**config.mk**
```make
export PLATFORM = sky130hd
export DESIGN_NAME = uart_byte_rx
export DESIGN_NICKNAME = d
export VERILOG_FILES = /design/src/rtl/uart_byte_rx.sv
export SDC_FILE = /design/constraint.sdc
export NUM_CORES = 1
export LEC_CHECK = 0
export CAP_MARGIN = 20
export CORE_MARGIN = 2
export CORE_UTILIZATION = 40
export DETAILED_ROUTE_END_ITERATION = 12
export DONT_BUFFER_PORTS = 1
export GPL_TIMING_DRIVEN = 0
export PLACE_DENSITY = 0.55
export SLEW_MARGIN = 20
export SYNTH_ARGS = -nofsm -noshare
export SYNTH_HDL_FRONTEND = slang
export SYNTH_SLANG_ARGS = --single-unit
```
**constraint.sdc**
```tcl
create_clock -name clk -period 2.3 [get_ports clk]
set_clock_uncertainty 0.1 [all_clocks]
set_input_delay 0.23 -clock clk [delete_from_list [all_inputs] [get_ports clk]]
set_output_delay 0.23 -clock clk [all_outputs]
set_load 0.02 [all_outputs]
```
**src/rtl/uart_byte_rx.sv**
```systemverilog
// uart_byte_rx - 8N1 UART receiver feeding the instruction-memory byte path.
//   clk        : system clock, all logic on posedge
//   rst        : synchronous active-high reset
//   rx_serial  : asynchronous UART line, idle high
//   data_out   : last correctly framed byte (LSB received first), held between pulses
//   dval       : 1-cycle pulse, data_out updated this cycle
//   frame_err  : 1-cycle pulse, stop bit sampled low, byte discarded
//   busy       : high whenever the receiver is not idle
module uart_byte_rx #(
  parameter int CLK_FREQ_HZ = 50_000_000,
  parameter int BAUD        = 115_200
) (
  input  logic       clk,
  input  logic       rst,
  input  logic       rx_serial,
  output logic [7:0] data_out,
  output logic       dval,
  output logic       frame_err,
  output logic       busy
);

  localparam int CLKS_PER_BIT = CLK_FREQ_HZ / BAUD;
  localparam int HALF_BIT     = CLKS_PER_BIT / 2;
  localparam int CW           = $clog2(CLKS_PER_BIT);

  typedef logic [CW-1:0] cnt_t;
  localparam cnt_t CNT_FULL = cnt_t'(CLKS_PER_BIT - 1);
  localparam cnt_t CNT_HALF = cnt_t'(HALF_BIT - 1);

  // Bit-centre sampling needs a few clocks per bit to be meaningful.
  if (CLKS_PER_BIT < 4) begin : g_bad_rate
    $error("uart_byte_rx: CLKS_PER_BIT must be >= 4");
  end

  typedef enum logic [1:0] {IDLE, START, DATA, STOP} state_t;

  state_t     state_q, state_d;
  cnt_t       cnt_q, cnt_d;
  logic [2:0] bit_idx_q, bit_idx_d;
  logic [7:0] shift_q, shift_d;
  logic [7:0] data_out_q, data_out_d;
  logic       dval_q, dval_d;
  logic       frame_err_q, frame_err_d;
  logic       busy_q, busy_d;
  // Cleared by a framing error; set again once the line is seen high, so a
  // held-low (break) line cannot spawn back-to-back spurious frames.
  logic       armed_q, armed_d;
  logic       sync1_q, rx_s_q;

  always_comb begin
    state_d     = state_q;
    cnt_d       = cnt_q;
    bit_idx_d   = bit_idx_q;
    shift_d     = shift_q;
    data_out_d  = data_out_q;
    dval_d      = 1'b0;
    frame_err_d = 1'b0;
    armed_d     = armed_q;
    unique case (state_q)
      IDLE: begin
        cnt_d = '0;
        if (rx_s_q) armed_d = 1'b1;
        else if (armed_q) state_d = START;
      end
      START: begin
        cnt_d = cnt_q + cnt_t'(1);
        if (cnt_q == CNT_HALF) begin
          cnt_d     = '0;
          bit_idx_d = '0;
          // Still low at mid start bit: genuine start, else a glitch.
          state_d   = rx_s_q ? IDLE : DATA;
        end
      end
      DATA: begin
        cnt_d = cnt_q + cnt_t'(1);
        if (cnt_q == CNT_FULL) begin
          cnt_d              = '0;
          shift_d[bit_idx_q] = rx_s_q;
          if (bit_idx_q == 3'd7) state_d = STOP;
          else bit_idx_d = bit_idx_q + 3'd1;
        end
      end
      STOP: begin
        cnt_d = cnt_q + cnt_t'(1);
        if (cnt_q == CNT_FULL) begin
          // Return at mid stop bit so a back-to-back start edge is not missed.
          cnt_d   = '0;
          state_d = IDLE;
          if (rx_s_q) begin
            data_out_d = shift_q;
            dval_d     = 1'b1;
          end else begin
            frame_err_d = 1'b1;
            armed_d     = 1'b0;
          end
        end
      end
      default: state_d = IDLE;
    endcase
    busy_d = (state_d != IDLE);
  end

  always_ff @(posedge clk) begin
    if (rst) begin
      sync1_q     <= 1'b1;
      rx_s_q      <= 1'b1;
      state_q     <= IDLE;
      cnt_q       <= '0;
      bit_idx_q   <= '0;
      shift_q     <= '0;
      data_out_q  <= '0;
      dval_q      <= 1'b0;
      frame_err_q <= 1'b0;
      busy_q      <= 1'b0;
      armed_q     <= 1'b1;
    end else begin
      sync1_q     <= rx_serial;
      rx_s_q      <= sync1_q;
      state_q     <= state_d;
      cnt_q       <= cnt_d;
      bit_idx_q   <= bit_idx_d;
      shift_q     <= shift_d;
      data_out_q  <= data_out_d;
      dval_q      <= dval_d;
      frame_err_q <= frame_err_d;
      busy_q      <= busy_d;
      armed_q     <= armed_d;
    end
  end

  assign data_out  = data_out_q;
  assign dval      = dval_q;
  assign frame_err = frame_err_q;
  assign busy      = busy_q;

endmodule

```
==> summary.txt <==
GRT
  – Initial antenna violation count: 0
  – First-pass GRT wire length: 5500 um
  – Gr ovfl total: 0
  – GR Util All Layers: 16.4%
  – Largest net degree at the start of global routing: 13
  – Number of global-route vias before repair: 1142

Route
  – Drt first-iter violations: 66
  – DR vias/cell: 5.25
  – Residual DRC count: 0
  – Routed vias: 1212
  – Post-route ant nets: 0
  – Avg WL per Cell: 14.3 um
  – Drt total wl: 3300 um
  – Router iterations before antenna repair: 4

Floorplanning
  – Core footprint: 0.00397 mm2
  – # IOs: 14
  – Initial core utilization: 41.5%
  – Row count: 23
  – Die area: 0.00465 mm2
  – Die Y: 68.2 um
  – Die X: 68.2 um

Worst hold path
  – Hold Crit Depth: 3
  – WHS Endpoint: state_q[0]
  – Worst min path class: primary input to register
  – HP Start: rst

Layout
  – Commonest non-fill, non-tap cells in the layout: dfxtp_1 (36), nor2_1 (30), mux2i_1 (16), nand3_1 (10), nand4_1 (8)
  – Commonest non-fill, non-tap cell in the layout: dfxtp_1
  – Final #Nets: 188
  – Share of cells above drive strength 1: 11.6%
  – Final core occ: 47.5%
  – Antenna cells: 0
  – Area delta synth->final: 14.7%

STA
  – Minimum clock period: 1.97 ns
  – Fin. Hold Viols: 0
  – Final setup TNS: 0 ns
  – Final setup fails: 0
  – Worst-Margin Slew: 0.556 ns
  – RSZ-0062 raised after global routing: no
  – Final period util: 85.7%
  – Slew Limit Fails: 0
  – Headroom to the max-slew limit: 62.8%
  – Fmax: 0.507 GHz

Setup path
  – Crit path max fanout: 9
  – Setup slack, reg-to-reg: 0.33 ns
  – WP data required: 2.36 ns
  – CP endpoint kind: register
  – Worst reg2reg path depth: 6
  – CP arrival: 2.03 ns
  – Startpoint Class: register
  – Setup Crit Path Kind: register to register
  – R2R Path End: cnt_q[3]
  – R2r startpoint: cnt_q[0]

Placed design
  – Port buffer count: 0
  – Hpwl dp: 2260 um
  – GP Congestion: 0.840

Pwr
  – Worst VDD drop: 0.349 mV
  – Power density over the cells: 762 mW/mm2
  – Static leakage: 0.727 nW

Logic synthesis
  – Net Count, Synth: 179
  – Avg Cell Area, Syn: 9.63 um2
  – Cells after Synth: 171
  – Syn Std Cell Area: 0.00165 mm2
  – Number of distinct library cells after synthesis: 35
  – Seq cells post-synth: 36
  – Ys Warns: 0
  – Sequential area share after synthesis: 43.8%

Clocking
  – H-tree depth: 2
  – CTS buffer count: 5
  – CTS Root Cell: clkbuf_8
  – Reg clk slew, reported paths: 0.07 ns
  – TritonCTS clock tree: done
  – Clk sinks: 36
  – CTS Buffer Depth: 2
  – Worst-Skew Late Latency: 0.29 ns

Flow run
  – Max Cap Viol: 0

Outcome
  – Outcome: completed
stage by stage:
stage          hold slack, ns  area (um2)  cells  setup WS (ns)  power, mW
2_1_floorplan           0.209        1650    171          0.668      0.666
3_3_place_gp            0.228        1710    221          0.395      0.673
3_5_place_dp            0.215        1710    221          0.303      0.674
4_1_cts                0.0856        1890    231          0.293       1.45
5_1_grt                 0.122        1890    231         0.0906       1.48
6_report                0.100        1890    231          0.329       1.44
worst max-delay path by stage:
stage               cells after the start  startpoint           to  slack, ns
floorplan                               5    cnt_q[0]  data_out[4]       0.67
global placement                        6    cnt_q[0]     cnt_q[5]       0.39
detailed placement                      6    cnt_q[0]     cnt_q[3]       0.30
CTS                                     6    cnt_q[0]     cnt_q[3]       0.29
global route                            6    cnt_q[0]     cnt_q[5]       0.09
finish                                  6    cnt_q[0]     cnt_q[3]       0.33
state kept, by name, indices dropped and copies added (netlist names), 2 cells and up:
register   count
shift_q        8
state_q        2
data_out       8
cnt_q          9
bit_idx_q      3
synth_stat cells, drive strengths merged:
cell type / count / area [um2]
nor4b: 1 / 8.76
nor4: 3 / 18.8
nand4: 8 / 50.1
a31oi: 1 / 12.5
xor2: 3 / 26.3
and3: 3 / 18.8
nand3: 10 / 50.1
clkbuf: 4 / 15.0
nand2: 3 / 11.3
ha: 5 / 62.6
nor3: 1 / 16.3
nand4bb: 1 / 27.5
nor2: 30 / 113
o221ai: 1 / 8.76
nor2b: 1 / 6.26
nand4b: 5 / 58.8
xnor2: 4 / 35.0
dfxtp: 36 / 721
and4bb: 1 / 12.5
nor3b: 3 / 22.5
a21oi: 6 / 30.0
o21a: 1 / 7.51
buf: 5 / 31.3
inv: 5 / 18.8
nand2b: 2 / 12.5
or2: 2 / 12.5
o21ai: 3 / 15.0
or3: 1 / 6.26
o22ai: 1 / 6.26
and4b: 2 / 21.3
nor4bb: 3 / 30.0
mux2i: 16 / 160
repair_timing:
item | in CTS | in global routing
buffers inserted | 0 | 0
resized for setup | 0 | 0
hold buffers | 2 | 0
hold endpoints to repair | 3 | 0
worst max-delay path: stages, from the launching register on:
cell,delay [ns]
dfxtp_1,0.35
inv_1,0.07
ha_1,0.14
nor4bb_1,0.44
nand2_1,0.19
a31oi_2,0.45
nor2_1,0.11
cell type report:
type | instances | area [um2]
timing repair buffer | 2 | 20.0
fill | 383 | 2080
tap | 50 | 62.6
multi-input combinational | 121 | 861
clock buffer | 5 | 68.8
inverter | 5 | 18.8
clock inverter | 3 | 90.1
sequential | 36 | 721
buffer | 9 | 46.3
logic make-up (layout without fill, tap and decap cells):
group / count (synthesis) / in the layout / share of synthesized area [%]
AOI/OAI and AO/OA: 13 / 13 / 4.86
DFF: 36 / 36 / 43.8
buffers and inverters: 14 / 24 / 3.95
xor gates and xnor gates: 7 / 7 / 3.72
muxes: 16 / 16 / 9.73
adders and majority gates: 5 / 5 / 3.80
and+or+nand+nor: 80 / 80 / 30.2
where the power goes:
part           switching [mW]  internal (mW)  leakage (nW)
Clock                   0.234          0.542        0.0784
Sequential            0.00323          0.627         0.291
Combinational          0.0203         0.0113         0.358
Total                   0.258           1.18         0.727
per-layer routing:
layer	vias to the layer above	routed length (um)	GRT usage, %
met5	-	0	0
met4	0	64	8.00
met3	6	129	5.92
met2	15	1440	23.9
met1	566	1660	21.4
li1	625	-	-
No activity file was read; power rests on OpenSTA's default activity.
